## src/rtl/glitch_pkg.sv

```systemverilog
// glitch_pkg: shared types and constants for the glitch sequencer.
//   state_t        : sequencer FSM states
//   TRIG_SRC_*     : trigger source encodings for trig_src_i
//   EDGE_*         : trigger edge encodings for trig_edge_i
//   max2()         : elaboration-time helper for sizing the shared counter
package glitch_pkg;

   typedef enum logic [2:0] {
      ST_IDLE,
      ST_RESET,
      ST_WAIT_TRIG,
      ST_DELAY,
      ST_PULSE,
      ST_GAP
   } state_t;

   localparam logic TRIG_SRC_EDGE  = 1'b0;
   localparam logic TRIG_SRC_RESET = 1'b1;
   localparam logic EDGE_RISE      = 1'b1;
   localparam logic EDGE_FALL      = 1'b0;

   function automatic int max2(input int a, input int b);
      return (a > b) ? a : b;
   endfunction

endpackage

```

## src/rtl/trigger_sync.sv

```systemverilog
// trigger_sync: synchronises an asynchronous trigger and emits a one-cycle
// detect strobe on the selected edge.
//   clk, rst_n  : clock, asynchronous active-low reset
//   trig_async  : raw external trigger
//   rise_sel    : 1 = rising edge, 0 = falling edge
//   detect      : registered one-cycle edge strobe
// An edge sampled at clock edge n appears on detect in cycle n+SYNC_STAGES.
module trigger_sync #(
   parameter int SYNC_STAGES = 2
) (
   input  logic clk,
   input  logic rst_n,
   input  logic trig_async,
   input  logic rise_sel,
   output logic detect
);

   logic [SYNC_STAGES-1:0] sync_q;
   logic                   prev_q;
   logic                   edge_seen;

   assign edge_seen = rise_sel ? ( sync_q[SYNC_STAGES-1] & ~prev_q)
                               : (~sync_q[SYNC_STAGES-1] &  prev_q);

   always_ff @(posedge clk or negedge rst_n) begin
      if (!rst_n) begin
         sync_q <= '0;
         prev_q <= 1'b0;
         detect <= 1'b0;
      end else begin
         sync_q <= {sync_q[SYNC_STAGES-2:0], trig_async};
         prev_q <= sync_q[SYNC_STAGES-1];
         // Detect is registered so the strobe is a clean flop output.
         detect <= edge_seen;
      end
   end

endmodule

```

## src/rtl/glitch_sequencer.sv

```systemverilog
// glitch_sequencer: armed, trigger-driven generator of a train of glitch
// pulses with optional target reset beforehand.
//   clk, rst_n        : clock, asynchronous active-low reset
//   arm_i, abort_i    : one-cycle start / abort requests
//   delay_i, width_i, num_pulses_i, spacing_i : pulse train timing (latched at arm)
//   reset_len_i, reset_en_i : target reset length / enable (latched at arm)
//   trig_src_i, trig_edge_i : trigger source / edge select (latched at arm)
//   trigger_i         : asynchronous external trigger
//   pulse_o, target_reset_o : registered glitch and target-reset outputs
//   busy_o, armed_o, done_o : status (non-idle, waiting trigger, completion strobe)
module glitch_sequencer
   import glitch_pkg::*;
#(
   parameter int DELAY_W     = 24,
   parameter int WIDTH_W     = 16,
   parameter int COUNT_W     = 8,
   parameter int SPACING_W   = 24,
   parameter int RESET_W     = 16,
   parameter int SYNC_STAGES = 2
) (
   input  logic                 clk,
   input  logic                 rst_n,
   input  logic                 arm_i,
   input  logic                 abort_i,
   input  logic [DELAY_W-1:0]   delay_i,
   input  logic [WIDTH_W-1:0]   width_i,
   input  logic [COUNT_W-1:0]   num_pulses_i,
   input  logic [SPACING_W-1:0] spacing_i,
   input  logic [RESET_W-1:0]   reset_len_i,
   input  logic                 reset_en_i,
   input  logic                 trig_src_i,
   input  logic                 trig_edge_i,
   input  logic                 trigger_i,
   output logic                 pulse_o,
   output logic                 target_reset_o,
   output logic                 busy_o,
   output logic                 armed_o,
   output logic                 done_o
);

   // One down-counter serves every timed phase, so it is as wide as the widest.
   localparam int CNT_W = max2(max2(DELAY_W, WIDTH_W), max2(SPACING_W, RESET_W));

   state_t                 state_q, state_n;
   logic [CNT_W-1:0]       cnt_q, cnt_n;
   logic [COUNT_W-1:0]     pcnt_q, pcnt_n;
   logic                   done_n;
   logic                   latch;

   logic [DELAY_W-1:0]     delay_q;
   logic [WIDTH_W-1:0]     width_q;
   logic [SPACING_W-1:0]   spacing_q;
   logic                   src_q;
   logic                   edge_q;
   logic                   detect;

   // Outcome of starting the pulse train now (pul_*) and of leaving the
   // trigger-detect point (seq_*), which first passes through DELAY if needed.
   state_t                 pul_state, seq_state;
   logic [CNT_W-1:0]       pul_cnt, seq_cnt;
   logic                   pul_done, seq_done;

   trigger_sync #(.SYNC_STAGES(SYNC_STAGES)) u_sync (
      .clk        (clk),
      .rst_n      (rst_n),
      .trig_async (trigger_i),
      .rise_sel   (edge_q == EDGE_RISE),
      .detect     (detect)
   );

   assign latch   = (state_q == ST_IDLE) && arm_i;
   assign busy_o  = (state_q != ST_IDLE);
   assign armed_o = (state_q == ST_WAIT_TRIG);

   always_comb begin
      pul_state = ST_PULSE;
      pul_cnt   = CNT_W'(width_q) - CNT_W'(1);
      pul_done  = 1'b0;
      if (width_q == '0 || pcnt_q == '0) begin
         pul_state = ST_IDLE;
         pul_cnt   = '0;
         pul_done  = 1'b1;
      end
      seq_state = pul_state;
      seq_cnt   = pul_cnt;
      seq_done  = pul_done;
      if (delay_q != '0) begin
         seq_state = ST_DELAY;
         seq_cnt   = CNT_W'(delay_q) - CNT_W'(1);
         seq_done  = 1'b0;
      end
   end

   always_comb begin
      state_n = state_q;
      cnt_n   = cnt_q;
      pcnt_n  = pcnt_q;
      done_n  = 1'b0;
      case (state_q)
         ST_IDLE: begin
            if (arm_i) begin
               pcnt_n = num_pulses_i;
               if (reset_en_i) begin
                  state_n = ST_RESET;
                  // reset_len of 0 still gives one reset cycle.
                  cnt_n   = (reset_len_i == '0) ? '0 : CNT_W'(reset_len_i) - CNT_W'(1);
               end else begin
                  state_n = ST_WAIT_TRIG;
               end
            end
         end
         ST_RESET: begin
            if (cnt_q == '0) begin
               if (src_q == TRIG_SRC_RESET) begin
                  // Reset release is itself the trigger: last reset cycle is D.
                  state_n = seq_state;
                  cnt_n   = seq_cnt;
                  done_n  = seq_done;
               end else begin
                  state_n = ST_WAIT_TRIG;
               end
            end else begin
               cnt_n = cnt_q - CNT_W'(1);
            end
         end
         ST_WAIT_TRIG: begin
            if (detect) begin
               state_n = seq_state;
               cnt_n   = seq_cnt;
               done_n  = seq_done;
            end
         end
         ST_DELAY: begin
            if (cnt_q == '0) begin
               state_n = pul_state;
               cnt_n   = pul_cnt;
               done_n  = pul_done;
            end else begin
               cnt_n = cnt_q - CNT_W'(1);
            end
         end
         ST_PULSE: begin
            if (cnt_q == '0) begin
               if (pcnt_q <= COUNT_W'(1)) begin
                  state_n = ST_IDLE;
                  done_n  = 1'b1;
               end else begin
                  pcnt_n = pcnt_q - COUNT_W'(1);
                  if (spacing_q == '0) begin
                     // Zero gap: next pulse follows back-to-back, output stays high.
                     state_n = ST_PULSE;
                     cnt_n   = CNT_W'(width_q) - CNT_W'(1);
                  end else begin
                     state_n = ST_GAP;
                     cnt_n   = CNT_W'(spacing_q) - CNT_W'(1);
                  end
               end
            end else begin
               cnt_n = cnt_q - CNT_W'(1);
            end
         end
         ST_GAP: begin
            if (cnt_q == '0) begin
               state_n = ST_PULSE;
               cnt_n   = CNT_W'(width_q) - CNT_W'(1);
            end else begin
               cnt_n = cnt_q - CNT_W'(1);
            end
         end
         default: state_n = ST_IDLE;
      endcase
      // Abort overrides every other event outside IDLE.
      if (abort_i && state_q != ST_IDLE) begin
         state_n = ST_IDLE;
         done_n  = 1'b0;
      end
   end

   always_ff @(posedge clk or negedge rst_n) begin
      if (!rst_n) begin
         state_q        <= ST_IDLE;
         cnt_q          <= '0;
         pcnt_q         <= '0;
         pulse_o        <= 1'b0;
         target_reset_o <= 1'b0;
         done_o         <= 1'b0;
      end else begin
         state_q        <= state_n;
         cnt_q          <= cnt_n;
         pcnt_q         <= pcnt_n;
         // Outputs follow the state being entered so they line up with it.
         pulse_o        <= (state_n == ST_PULSE);
         target_reset_o <= (state_n == ST_RESET);
         done_o         <= done_n;
      end
   end

   always_ff @(posedge clk or negedge rst_n) begin
      if (!rst_n) begin
         delay_q   <= '0;
         width_q   <= '0;
         spacing_q <= '0;
         src_q     <= TRIG_SRC_EDGE;
         edge_q    <= EDGE_FALL;
      end else if (latch) begin
         delay_q   <= delay_i;
         width_q   <= width_i;
         spacing_q <= spacing_i;
         // Release-triggering needs a reset phase; without one fall back to the edge.
         src_q     <= reset_en_i ? trig_src_i : TRIG_SRC_EDGE;
         edge_q    <= trig_edge_i;
      end
   end

endmodule

```

## config.mk

```make
export PLATFORM = sky130hd
export DESIGN_NAME = glitch_sequencer
export DESIGN_NICKNAME = d
export VERILOG_FILES = /design/src/rtl/glitch_pkg.sv /design/src/rtl/trigger_sync.sv /design/src/rtl/glitch_sequencer.sv
export SDC_FILE = /design/constraint.sdc
export NUM_CORES = 1
export LEC_CHECK = 0
export BUFFER_PORTS_ARGS = -buffer_cell sky130_fd_sc_hd__buf_4
export CORE_MARGIN = 2
export CORE_UTILIZATION = 59
export DETAILED_ROUTE_END_ITERATION = 6
export GPL_TIMING_DRIVEN = 0
export PLACE_DENSITY = 0.88
export SLEW_MARGIN = 25
export SYNTH_ARGS = -nofsm -noshare
export SYNTH_HDL_FRONTEND = slang
export SYNTH_HIERARCHICAL = 1
export SYNTH_SLANG_ARGS = --single-unit
```

## constraint.sdc

```tcl
create_clock -name clk -period 3.8 [get_ports clk]
set_input_delay 0.19 -clock clk [delete_from_list [all_inputs] [get_ports clk]]
set_output_delay 0.19 -clock clk [all_outputs]
set_load 0.01 [all_outputs]
```

==> results of run 1 <==
tightest hold or removal path, cell delays in order:
cell and delay, ns:
sky130_fd_sc_hd__buf_4 0.08, sky130_fd_sc_hd__nand2_1 0.04, sky130_fd_sc_hd__o21ai_0 0.05
flip-flops by register name, summed over array words and instances (netlist names), 2 cells and up:
name and count:
cnt_q 24, delay_q 24, pcnt_q 8, spacing_q 24
state_q 3, u_sync/sync_q 2, width_q 16
cells by family (layout without fill, tap and decap cells):
group                      Yosys count  in the layout
AOI/OAI and AO/OA                  206            206
DFF                                108            108
xor gates and xnor gates            70             70
muxes                               62             62
adders and majority gates            7              7
and+or+nand+nor                    324            324
buffers and inverters               52            170
cell type report:
type                       instances  area [µm²]  share of cell area, %
clock buffer                      10         229                   2.70
timing repair buffer             102         777                   9.16
buffer                            32         139                   1.64
sequential                       108        2700                   31.9
inverter                          20        75.1                  0.885
clock inverter                     6        62.6                  0.737
tap                              147         184                   2.17
multi-input combinational        669        4310                   50.9
per-stage QoR:
step	hold WS, ns	area [µm²]	instances
6_report	0.0238	8480	1094
5_1_grt	0.0327	8480	1094
4_1_cts	0.0225	8470	1094
3_5_place_dp	0.301	8160	1076
3_3_place_gp	0.300	8150	1076
2_1_floorplan	-0.106	7220	829
worst paths after layout:
check,cells past startpoint,to,start
worst min register to register,0,u_sync/sync_q[1]$_DFF_PN0_,u_sync/sync_q[0]$_DFF_PN0_
min in group asynchronous,2,spacing_q[4]$_DFFE_PN0P_,rst_n
worst min-delay path,3,spacing_q[1]$_DFFE_PN0P_,spacing_i[1]
worst max-delay path,9,cnt_q[6]$_DFFE_PN0P_,cnt_q[16]$_DFFE_PN0P_
max in group asynchronous,2,cnt_q[14]$_DFFE_PN0P_,rst_n
worst max register to register,9,cnt_q[6]$_DFFE_PN0P_,cnt_q[16]$_DFFE_PN0P_
repair_timing:
action	CTS	global route
endpoints found under the setup margin	0	4
hold buffers	2	0
resized for setup	0	1
endpoints found under the hold margin	12	0
buffers inserted	0	0
power groups by stage:
| stage | clock network [mW] | logic [mW] | registers (mW) |
|---|---|---|---|
| 6_report | 0.938 | 3.08 | 2.40 |
| 5_1_grt | 1.00 | 3.32 | 2.48 |
| 4_1_cts | 0.953 | 3.00 | 2.37 |
| 3_5_place_dp | 0 | 2.99 | 2.38 |
| 3_3_place_gp | 0 | 2.91 | 2.35 |
| 2_1_floorplan | 0 | 2.14 | 2.18 |
cells in the mapped netlist, types with 5 or more instances:
cell type                  instances  area [µm²]
sky130_fd_sc_hd__nand3_1          20         100
sky130_fd_sc_hd__or3_1            18         113
sky130_fd_sc_hd__mux2_2           58         653
sky130_fd_sc_hd__o22ai_1          19         119
sky130_fd_sc_hd__nor3_1           49         245
sky130_fd_sc_hd__nor4b_1           5        43.8
sky130_fd_sc_hd__ha_1              7        87.6
sky130_fd_sc_hd__a221oi_1          6        52.6
sky130_fd_sc_hd__o211ai_1          8        60.1
sky130_fd_sc_hd__nor4_1           23         144
sky130_fd_sc_hd__nand2b_1          6        37.5
sky130_fd_sc_hd__inv_1            19        71.3
sky130_fd_sc_hd__o21ai_0          52         260
sky130_fd_sc_hd__nor2_1           84         315
sky130_fd_sc_hd__clkbuf_1         23        86.3
sky130_fd_sc_hd__nand4_1           6        37.5
sky130_fd_sc_hd__o31ai_1           8        60.1
sky130_fd_sc_hd__a211oi_1          7        52.6
sky130_fd_sc_hd__xnor2_1          47         412
sky130_fd_sc_hd__xor2_1           23         201
sky130_fd_sc_hd__buf_2             6        30.0
sky130_fd_sc_hd__nand2_1          78         293
sky130_fd_sc_hd__or4_1             7        52.6
sky130_fd_sc_hd__a21oi_1          57         285
sky130_fd_sc_hd__a22oi_1           5        37.5
sky130_fd_sc_hd__dfrtp_1         108        2700
metal layers:
metal	vias to the layer above	GRT usage (%)	share of wire, %
met5	-	0	0
met4	0	12.6	3.5
met3	64	9.26	9.1
met2	402	60.5	46
met1	3436	49.4	41
li1	3296	-	-
==> impl_metrics.xml, run 1 <==
<?xml version="1.0" encoding="UTF-8"?>
<metrics>
  <group name="outcome">
    <metric name="status" unit="">completed</metric>
  </group>
  <group name="yosys">
    <metric name="post_synth_instance_area" unit="µm²">7220</metric>
    <metric name="synthSimpleGateAreaFrac" unit="%">22.1</metric>
    <metric name="synthXorXnorAreaFrac" unit="%">8.50</metric>
    <metric name="total_of_flip_flops_plus_latches_after_synthesis" unit="">108</metric>
    <metric name="synth_async_sr_flop_share" unit="%">100</metric>
    <metric name="area_fraction_in_compound_gates_after_synthesis" unit="%">18.2</metric>
    <metric name="post_synth_fa_ha_maj_area_fraction" unit="%">1.21</metric>
    <metric name="proportion_of_synthesized_chip_area_in_sequential_cells" unit="%">37.4</metric>
    <metric name="synth_cells" unit="">829</metric>
    <metric name="post_synthesis_mean_instance_area" unit="µm²">8.71</metric>
    <metric name="ys.warnings.count" unit="">6</metric>
    <metric name="synth_cell_types" unit="">70</metric>
    <metric name="synth_top_family_by_area" unit="">simple AND/OR/NAND/NOR gates</metric>
    <metric name="synth.mux.area_fraction" unit="%">9.60</metric>
    <metric name="synth.net_count" unit="">932</metric>
    <metric name="synthFlopType" unit="">sky130_fd_sc_hd__dfrtp_1</metric>
    <metric name="number_of_flops_mapped_to_enable_cells_by_yosys" unit="">0</metric>
  </group>
  <group name="sta">
    <metric name="final.setup.worst_slack" unit="ns">0.116</metric>
    <metric name="number_of_pins_exceeding_their_max_slew_limit_in_the_final_report" unit="">0</metric>
    <metric name="report.final.hold_viol_count" unit="">0</metric>
    <metric name="max_transition_margin" unit="%">28.1</metric>
    <metric name="finClkSkew" unit="ns">0.00733</metric>
    <metric name="report.final.setup_viol" unit="">0</metric>
    <metric name="fin_crit" unit="ns">3.68</metric>
    <metric name="grt_setup_unrepaired" unit="">false</metric>
    <metric name="worstMarginPinSlew" unit="ns">1.07</metric>
    <metric name="post-route-period-util" unit="%">96.9</metric>
    <metric name="fin_tns_setup" unit="ns">0</metric>
    <metric name="max_freq" unit="MHz">271</metric>
  </group>
  <group name="power">
    <metric name="switchingPower" unit="mW">2.96</metric>
    <metric name="internal_power" unit="mW">3.46</metric>
    <metric name="max-vdd-ir-drop" unit="µV">491</metric>
    <metric name="seq_power_share" unit="%">37.4</metric>
    <metric name="power_per_cell_area" unit="nW/µm²">757</metric>
    <metric name="power_leakage" unit="nW">3.42</metric>
    <metric name="power.switching_fraction" unit="%">46.1</metric>
    <metric name="share_comb_of_total_power" unit="%">48.0</metric>
    <metric name="power" unit="mW">6.42</metric>
    <metric name="power_frac_clock" unit="%">14.6</metric>
  </group>
  <group name="clock_tree">
    <metric name="htree_num_levels" unit="">3</metric>
    <metric name="cts.clk_slew.worst_paths" unit="ns">0.08</metric>
    <metric name="cts.sinks" unit="">108</metric>
    <metric name="cts_root_buf" unit="">sky130_fd_sc_hd__clkbuf_16</metric>
    <metric name="cts_buffers" unit="">9</metric>
    <metric name="cts_tree" unit="">yes</metric>
    <metric name="cts_buffer_depth" unit="">2</metric>
    <metric name="clock_insertion_delay_worst_skew" unit="ns">0.37</metric>
  </group>
  <group name="global_route">
    <metric name="overflow" unit="">0</metric>
    <metric name="global_route.usage.total" unit="%">37.4</metric>
    <metric name="grt_antenna_before_repair" unit="">0</metric>
    <metric name="grt_pass1_wl" unit="mm">37.1</metric>
    <metric name="first_global_vias" unit="">6897</metric>
    <metric name="pin_count_of_the_biggest_net_entering_global_routing" unit="">109</metric>
  </group>
  <group name="placement">
    <metric name="placement.setup.worst_slack" unit="ns">0.240</metric>
    <metric name="portBuffers" unit="">100</metric>
    <metric name="dp_hpwl" unit="mm">18.2</metric>
    <metric name="gp_congestion" unit="">1.02</metric>
  </group>
  <group name="setup_path">
    <metric name="crit_path_start_kind" unit="">register</metric>
    <metric name="crit_path_frequent_cell" unit="">sky130_fd_sc_hd__buf_2</metric>
    <metric name="cp.buffers_inverters" unit="">3</metric>
    <metric name="worstPathArrival" unit="ns">3.92</metric>
    <metric name="crit_path_max_incr_delay" unit="ns">0.54</metric>
    <metric name="reg2reg_setup_slack" unit="ns">0.12</metric>
    <metric name="critical_path_required" unit="ns">4.04</metric>
    <metric name="critical_path.top_delay_family" unit="">simple AND/OR/NAND/NOR gates</metric>
    <metric name="cp-end-kind" unit="">register</metric>
    <metric name="crit_slowest_cell" unit="">sky130_fd_sc_hd__or4_4</metric>
    <metric name="critical_path.max_fanout" unit="">10</metric>
    <metric name="timing.setup.critical_path_class" unit="">reg2reg</metric>
    <metric name="crit_chain" unit="">or4_1, buf_2, or4_4, nor2_2, a221o_1, buf_2, buf_1, a21oi_1, o311ai_0</metric>
  </group>
  <group name="die">
    <metric name="placeableCoreArea" unit="µm²">12000</metric>
    <metric name="die_area" unit="µm²">13100</metric>
    <metric name="num_rows" unit="">40</metric>
    <metric name="dieWidth" unit="µm">115</metric>
    <metric name="initial_utilization" unit="%">60.3</metric>
    <metric name="floorplan.io_pins" unit="">101</metric>
    <metric name="die_h" unit="µm">115</metric>
  </group>
  <group name="cells_and_area">
    <metric name="leading_cell_type_in_the_layout_fill_and_taps_excluded" unit="">sky130_fd_sc_hd__dfrtp_1</metric>
    <metric name="nets" unit="">1045</metric>
    <metric name="filler_cell_count" unit="">953</metric>
    <metric name="diodes" unit="">0</metric>
    <metric name="mostFrequentLayoutCells" unit="">108 x sky130_fd_sc_hd__dfrtp_1, 100 x sky130_fd_sc_hd__buf_4, 84 x sky130_fd_sc_hd__nor2_1, 78 x sky130_fd_sc_hd__nand2_1, 58 x sky130_fd_sc_hd__mux2_2</metric>
    <metric name="utilization" unit="%">70.9</metric>
    <metric name="syn2layout_area_growth" unit="%">17.5</metric>
    <metric name="share_of_cells_above_drive_strength_1" unit="%">20.9</metric>
  </group>
  <group name="detailed_routing">
    <metric name="drt_total_wl" unit="mm">23.4</metric>
    <metric name="detail_route.first_pass.iterations" unit="">6</metric>
    <metric name="route.detailed.vias_per_inst" unit="">6.58</metric>
    <metric name="drt-wirelength-per-cell" unit="µm">21.4</metric>
    <metric name="drt_iter0_markers" unit="">711</metric>
    <metric name="via_count" unit="">7198</metric>
    <metric name="remaining_antenna_violation_count" unit="">0</metric>
    <metric name="drc" unit="">0</metric>
  </group>
  <group name="worst_hold_path">
    <metric name="hp-class" unit="">in2reg</metric>
  </group>
  <group name="run">
    <metric name="timing.max_cap.violations" unit="">0</metric>
  </group>
</metrics>
(Power assumes the default switching activity.)
==> inputs of run 2 (changes only) <==
--- a/config.mk
+++ b/config.mk
@@ -7,11 +7,12 @@
 export LEC_CHECK = 0
 export BUFFER_PORTS_ARGS = -buffer_cell sky130_fd_sc_hd__buf_4
 export CORE_MARGIN = 2
-export CORE_UTILIZATION = 59
+export CORE_UTILIZATION = 60
+export CTS_BUF_LIST = sky130_fd_sc_hd__clkbuf_8
 export DETAILED_ROUTE_END_ITERATION = 6
 export GPL_TIMING_DRIVEN = 0
-export PLACE_DENSITY = 0.88
-export SLEW_MARGIN = 25
+export PLACE_DENSITY = 0.89
+export SLEW_MARGIN = 40
 export SYNTH_ARGS = -nofsm -noshare
 export SYNTH_HDL_FRONTEND = slang
 export SYNTH_HIERARCHICAL = 1
==> impl_metrics.xml, run 2 (synthesis results as in run 1) <==
<?xml version="1.0" encoding="UTF-8"?>
<metrics>
  <group name="global_route">
    <metric name="first_global_vias" unit="">6817</metric>
    <metric name="pin_count_of_the_biggest_net_entering_global_routing" unit="">109</metric>
    <metric name="overflow" unit="">0</metric>
    <metric name="grt_antenna_before_repair" unit="">0</metric>
    <metric name="global_route.usage.total" unit="%">36.2</metric>
    <metric name="grt_pass1_wl" unit="mm">36.0</metric>
  </group>
  <group name="worst_hold_path">
    <metric name="worstHoldEndpoint" unit="">delay_q[19]$_DFFE_PN0P_</metric>
    <metric name="worst_hold_path.num_cells" unit="">2</metric>
    <metric name="min-delay-start" unit="">delay_i[19]</metric>
    <metric name="hp-class" unit="">in2reg</metric>
  </group>
  <group name="detailed_routing">
    <metric name="route.detailed.vias_per_inst" unit="">6.55</metric>
    <metric name="drt_total_wl" unit="mm">23.0</metric>
    <metric name="via_count" unit="">7248</metric>
    <metric name="drt_iter0_markers" unit="">846</metric>
    <metric name="remaining_antenna_violation_count" unit="">0</metric>
    <metric name="detail_route.first_pass.iterations" unit="">6</metric>
    <metric name="drc" unit="">0</metric>
    <metric name="drt-wirelength-per-cell" unit="µm">20.8</metric>
  </group>
  <group name="die">
    <metric name="die_h" unit="µm">114</metric>
    <metric name="die_area" unit="µm²">12900</metric>
    <metric name="placeableCoreArea" unit="µm²">11900</metric>
    <metric name="dieWidth" unit="µm">114</metric>
    <metric name="num_rows" unit="">40</metric>
    <metric name="floorplan.io_pins" unit="">101</metric>
    <metric name="initial_utilization" unit="%">60.8</metric>
  </group>
  <group name="clock_tree">
    <metric name="cts.sinks" unit="">108</metric>
    <metric name="cts_tree" unit="">yes</metric>
    <metric name="cts.clk_slew.worst_paths" unit="ns">0.11</metric>
    <metric name="clock_insertion_delay_worst_skew" unit="ns">0.41</metric>
    <metric name="cts_buffer_depth" unit="">2</metric>
    <metric name="cts_buffers" unit="">9</metric>
    <metric name="htree_num_levels" unit="">3</metric>
    <metric name="cts_root_buf" unit="">sky130_fd_sc_hd__clkbuf_8</metric>
  </group>
  <group name="sta">
    <metric name="number_of_pins_exceeding_their_max_slew_limit_in_the_final_report" unit="">0</metric>
    <metric name="fin_tns_setup" unit="ns">0</metric>
    <metric name="worstMarginPinSlew" unit="ns">0.747</metric>
    <metric name="timing.hold.ws" unit="ns">0.00626</metric>
    <metric name="finClkSkew" unit="ns">0.0118</metric>
    <metric name="fin_crit" unit="ns">3.52</metric>
    <metric name="post-route-period-util" unit="%">92.7</metric>
    <metric name="grt_setup_unrepaired" unit="">false</metric>
    <metric name="max_transition_margin" unit="%">49.8</metric>
    <metric name="report.final.setup_viol" unit="">0</metric>
    <metric name="report.final.hold_viol_count" unit="">0</metric>
    <metric name="max_freq" unit="MHz">284</metric>
  </group>
  <group name="setup_path">
    <metric name="worstPathArrival" unit="ns">3.86</metric>
    <metric name="cp-end-kind" unit="">register</metric>
    <metric name="timing.setup.critical_path_class" unit="">reg2reg</metric>
    <metric name="crit_path_start_kind" unit="">register</metric>
    <metric name="r2r_cells" unit="">9</metric>
    <metric name="cp.buffers_inverters" unit="">2</metric>
    <metric name="regToRegStartpoint" unit="">cnt_q[16]$_DFFE_PN0P_</metric>
    <metric name="critical_path.max_fanout" unit="">10</metric>
    <metric name="crit_chain" unit="">or4_1, buf_2, or4_4, o31ai_1, buf_2, o21ai_0, o22ai_1, nor2_1, a21oi_1</metric>
    <metric name="crit_path_max_incr_delay" unit="ns">0.67</metric>
    <metric name="critical_path.top_delay_family" unit="">compound AO/OA/AOI/OAI gates</metric>
    <metric name="crit_path_start" unit="">cnt_q[16]$_DFFE_PN0P_</metric>
    <metric name="reg2reg_setup_slack" unit="ns">0.28</metric>
    <metric name="crit_path_frequent_cell" unit="">sky130_fd_sc_hd__buf_2</metric>
    <metric name="crit_slowest_cell" unit="">sky130_fd_sc_hd__o31ai_1</metric>
    <metric name="worst_reg2reg_path_endpoint" unit="">cnt_q[4]$_DFFE_PN0P_</metric>
    <metric name="critical_path_required" unit="ns">4.14</metric>
  </group>
  <group name="placement">
    <metric name="dp_hpwl" unit="mm">17.3</metric>
    <metric name="portBuffers" unit="">100</metric>
    <metric name="gp_congestion" unit="">1.09</metric>
  </group>
  <group name="cells_and_area">
    <metric name="share_of_cells_above_drive_strength_1" unit="%">21.0</metric>
    <metric name="multi_input_comb_area" unit="µm²">4330</metric>
    <metric name="sequential_cell_area" unit="µm²">2700</metric>
    <metric name="diodes" unit="">0</metric>
    <metric name="syn2layout_area_growth" unit="%">18.3</metric>
    <metric name="reg.largest.list" unit="">cnt_q x24, delay_q x24, spacing_q x24</metric>
    <metric name="filler_cell_count" unit="">927</metric>
    <metric name="mostFrequentLayoutCells" unit="">108 x sky130_fd_sc_hd__dfrtp_1, 100 x sky130_fd_sc_hd__buf_4, 84 x sky130_fd_sc_hd__nor2_1, 78 x sky130_fd_sc_hd__nand2_1, 58 x sky130_fd_sc_hd__mux2_2</metric>
    <metric name="nets" unit="">1058</metric>
    <metric name="leading_cell_type_in_the_layout_fill_and_taps_excluded" unit="">sky130_fd_sc_hd__dfrtp_1</metric>
  </group>
  <group name="power">
    <metric name="power_leakage" unit="nW">3.43</metric>
    <metric name="power_per_cell_area" unit="nW/µm²">720</metric>
    <metric name="power" unit="mW">6.15</metric>
    <metric name="max-vdd-ir-drop" unit="µV">529</metric>
  </group>
  <group name="outcome">
    <metric name="status" unit="">completed</metric>
  </group>
  <group name="run">
    <metric name="timing.max_cap.violations" unit="">0</metric>
  </group>
</metrics>
[run 2: cell count changes in the layout (fill, tap and decap cells not counted), moves of 2 or more]
cell / previous run / this run
sky130_fd_sc_hd__clkinvlp_4: 0 / 2
sky130_fd_sc_hd__dlygate4sd3_1: 2 / 13
sky130_fd_sc_hd__clkbuf_8: 1 / 9
sky130_fd_sc_hd__inv_6: 3 / 1
sky130_fd_sc_hd__clkbuf_16: 9 / 0
[run 2: per-layer routing]
layer	track usage [%]	wire length (µm)	share of wire (%)	vias to the layer above
met3	8.45	2200	9.6	73
li1	-	-	-	3311
met2	56.6	10400	45	427
met1	49.4	9350	41	3437
met4	13.7	1050	4.6	0
met5	0	0	0	-
[run 2: how the worst max path moves through the flow]
| stage | endpoint | slack [ns] | cells past startpoint |
|---|---|---|---|
| 6_report | cnt_q[4]$_DFFE_PN0P_ | 0.28 | 9 |
| 3_3_place_gp | cnt_q[14]$_DFFE_PN0P_ | 0.17 | 10 |
| 4_1_cts | cnt_q[14]$_DFFE_PN0P_ | 0.15 | 9 |
| 5_1_grt | cnt_q[21]$_DFFE_PN0P_ | 0.17 | 10 |
| 3_5_place_dp | cnt_q[14]$_DFFE_PN0P_ | 0.17 | 9 |
| 2_1_floorplan | target_reset_o$_DFF_PN0_ | 0.81 | 10 |
[run 2: area by class of cell]
| cell class | count | share of cell area [%] |
|---|---|---|
| inverter | 20 | 0.879 |
| clock buffer | 9 | 1.45 |
| tap | 147 | 2.15 |
| buffer | 32 | 1.63 |
| timing repair buffer | 115 | 10.8 |
| clock inverter | 7 | 0.747 |
| multi-input combinational | 669 | 50.7 |
| sequential | 108 | 31.6 |
[run 2: worst register-to-register path, stage by stage, from the launching register on]
cell                      delay [ns]
sky130_fd_sc_hd__dfrtp_1        0.47
sky130_fd_sc_hd__or4_1          0.53
sky130_fd_sc_hd__buf_2          0.16
sky130_fd_sc_hd__or4_4          0.55
sky130_fd_sc_hd__o31ai_1        0.67
sky130_fd_sc_hd__buf_2          0.40
sky130_fd_sc_hd__o21ai_0        0.23
sky130_fd_sc_hd__o22ai_1        0.21
sky130_fd_sc_hd__nor2_1         0.07
sky130_fd_sc_hd__a21oi_1        0.17
[run 2: metrics by stage]
stage	area (µm²)	instances	worst slack (ns)	utilization (%)
detailed placement	8170	1076	0.172	68.9
global placement	8150	1076	0.174	68.7
floorplan	7220	829	0.811	-
finish	8540	1107	0.279	72.0
global route	8540	1107	0.170	72.0
CTS	8420	1099	0.149	71.0
[run 2: where the power goes]
| part | leakage [nW] | internal [mW] | total, mW | switching [mW] |
|---|---|---|---|---|
| Combinational | 2.03 | 1.33 | 3.08 | 1.75 |
| Clock | 0.0919 | 0.249 | 0.688 | 0.439 |
| Sequential | 1.31 | 1.68 | 2.38 | 0.699 |
| Total | 3.43 | 3.26 | 6.15 | 2.89 |
[run 2: repair_timing]
action | in CTS | in global routing
hold endpoints to repair | 114 | 6
resized for setup | 0 | 3
setup buffers | 0 | 0
endpoints found under the setup margin | 0 | 7
hold buffers | 7 | 6
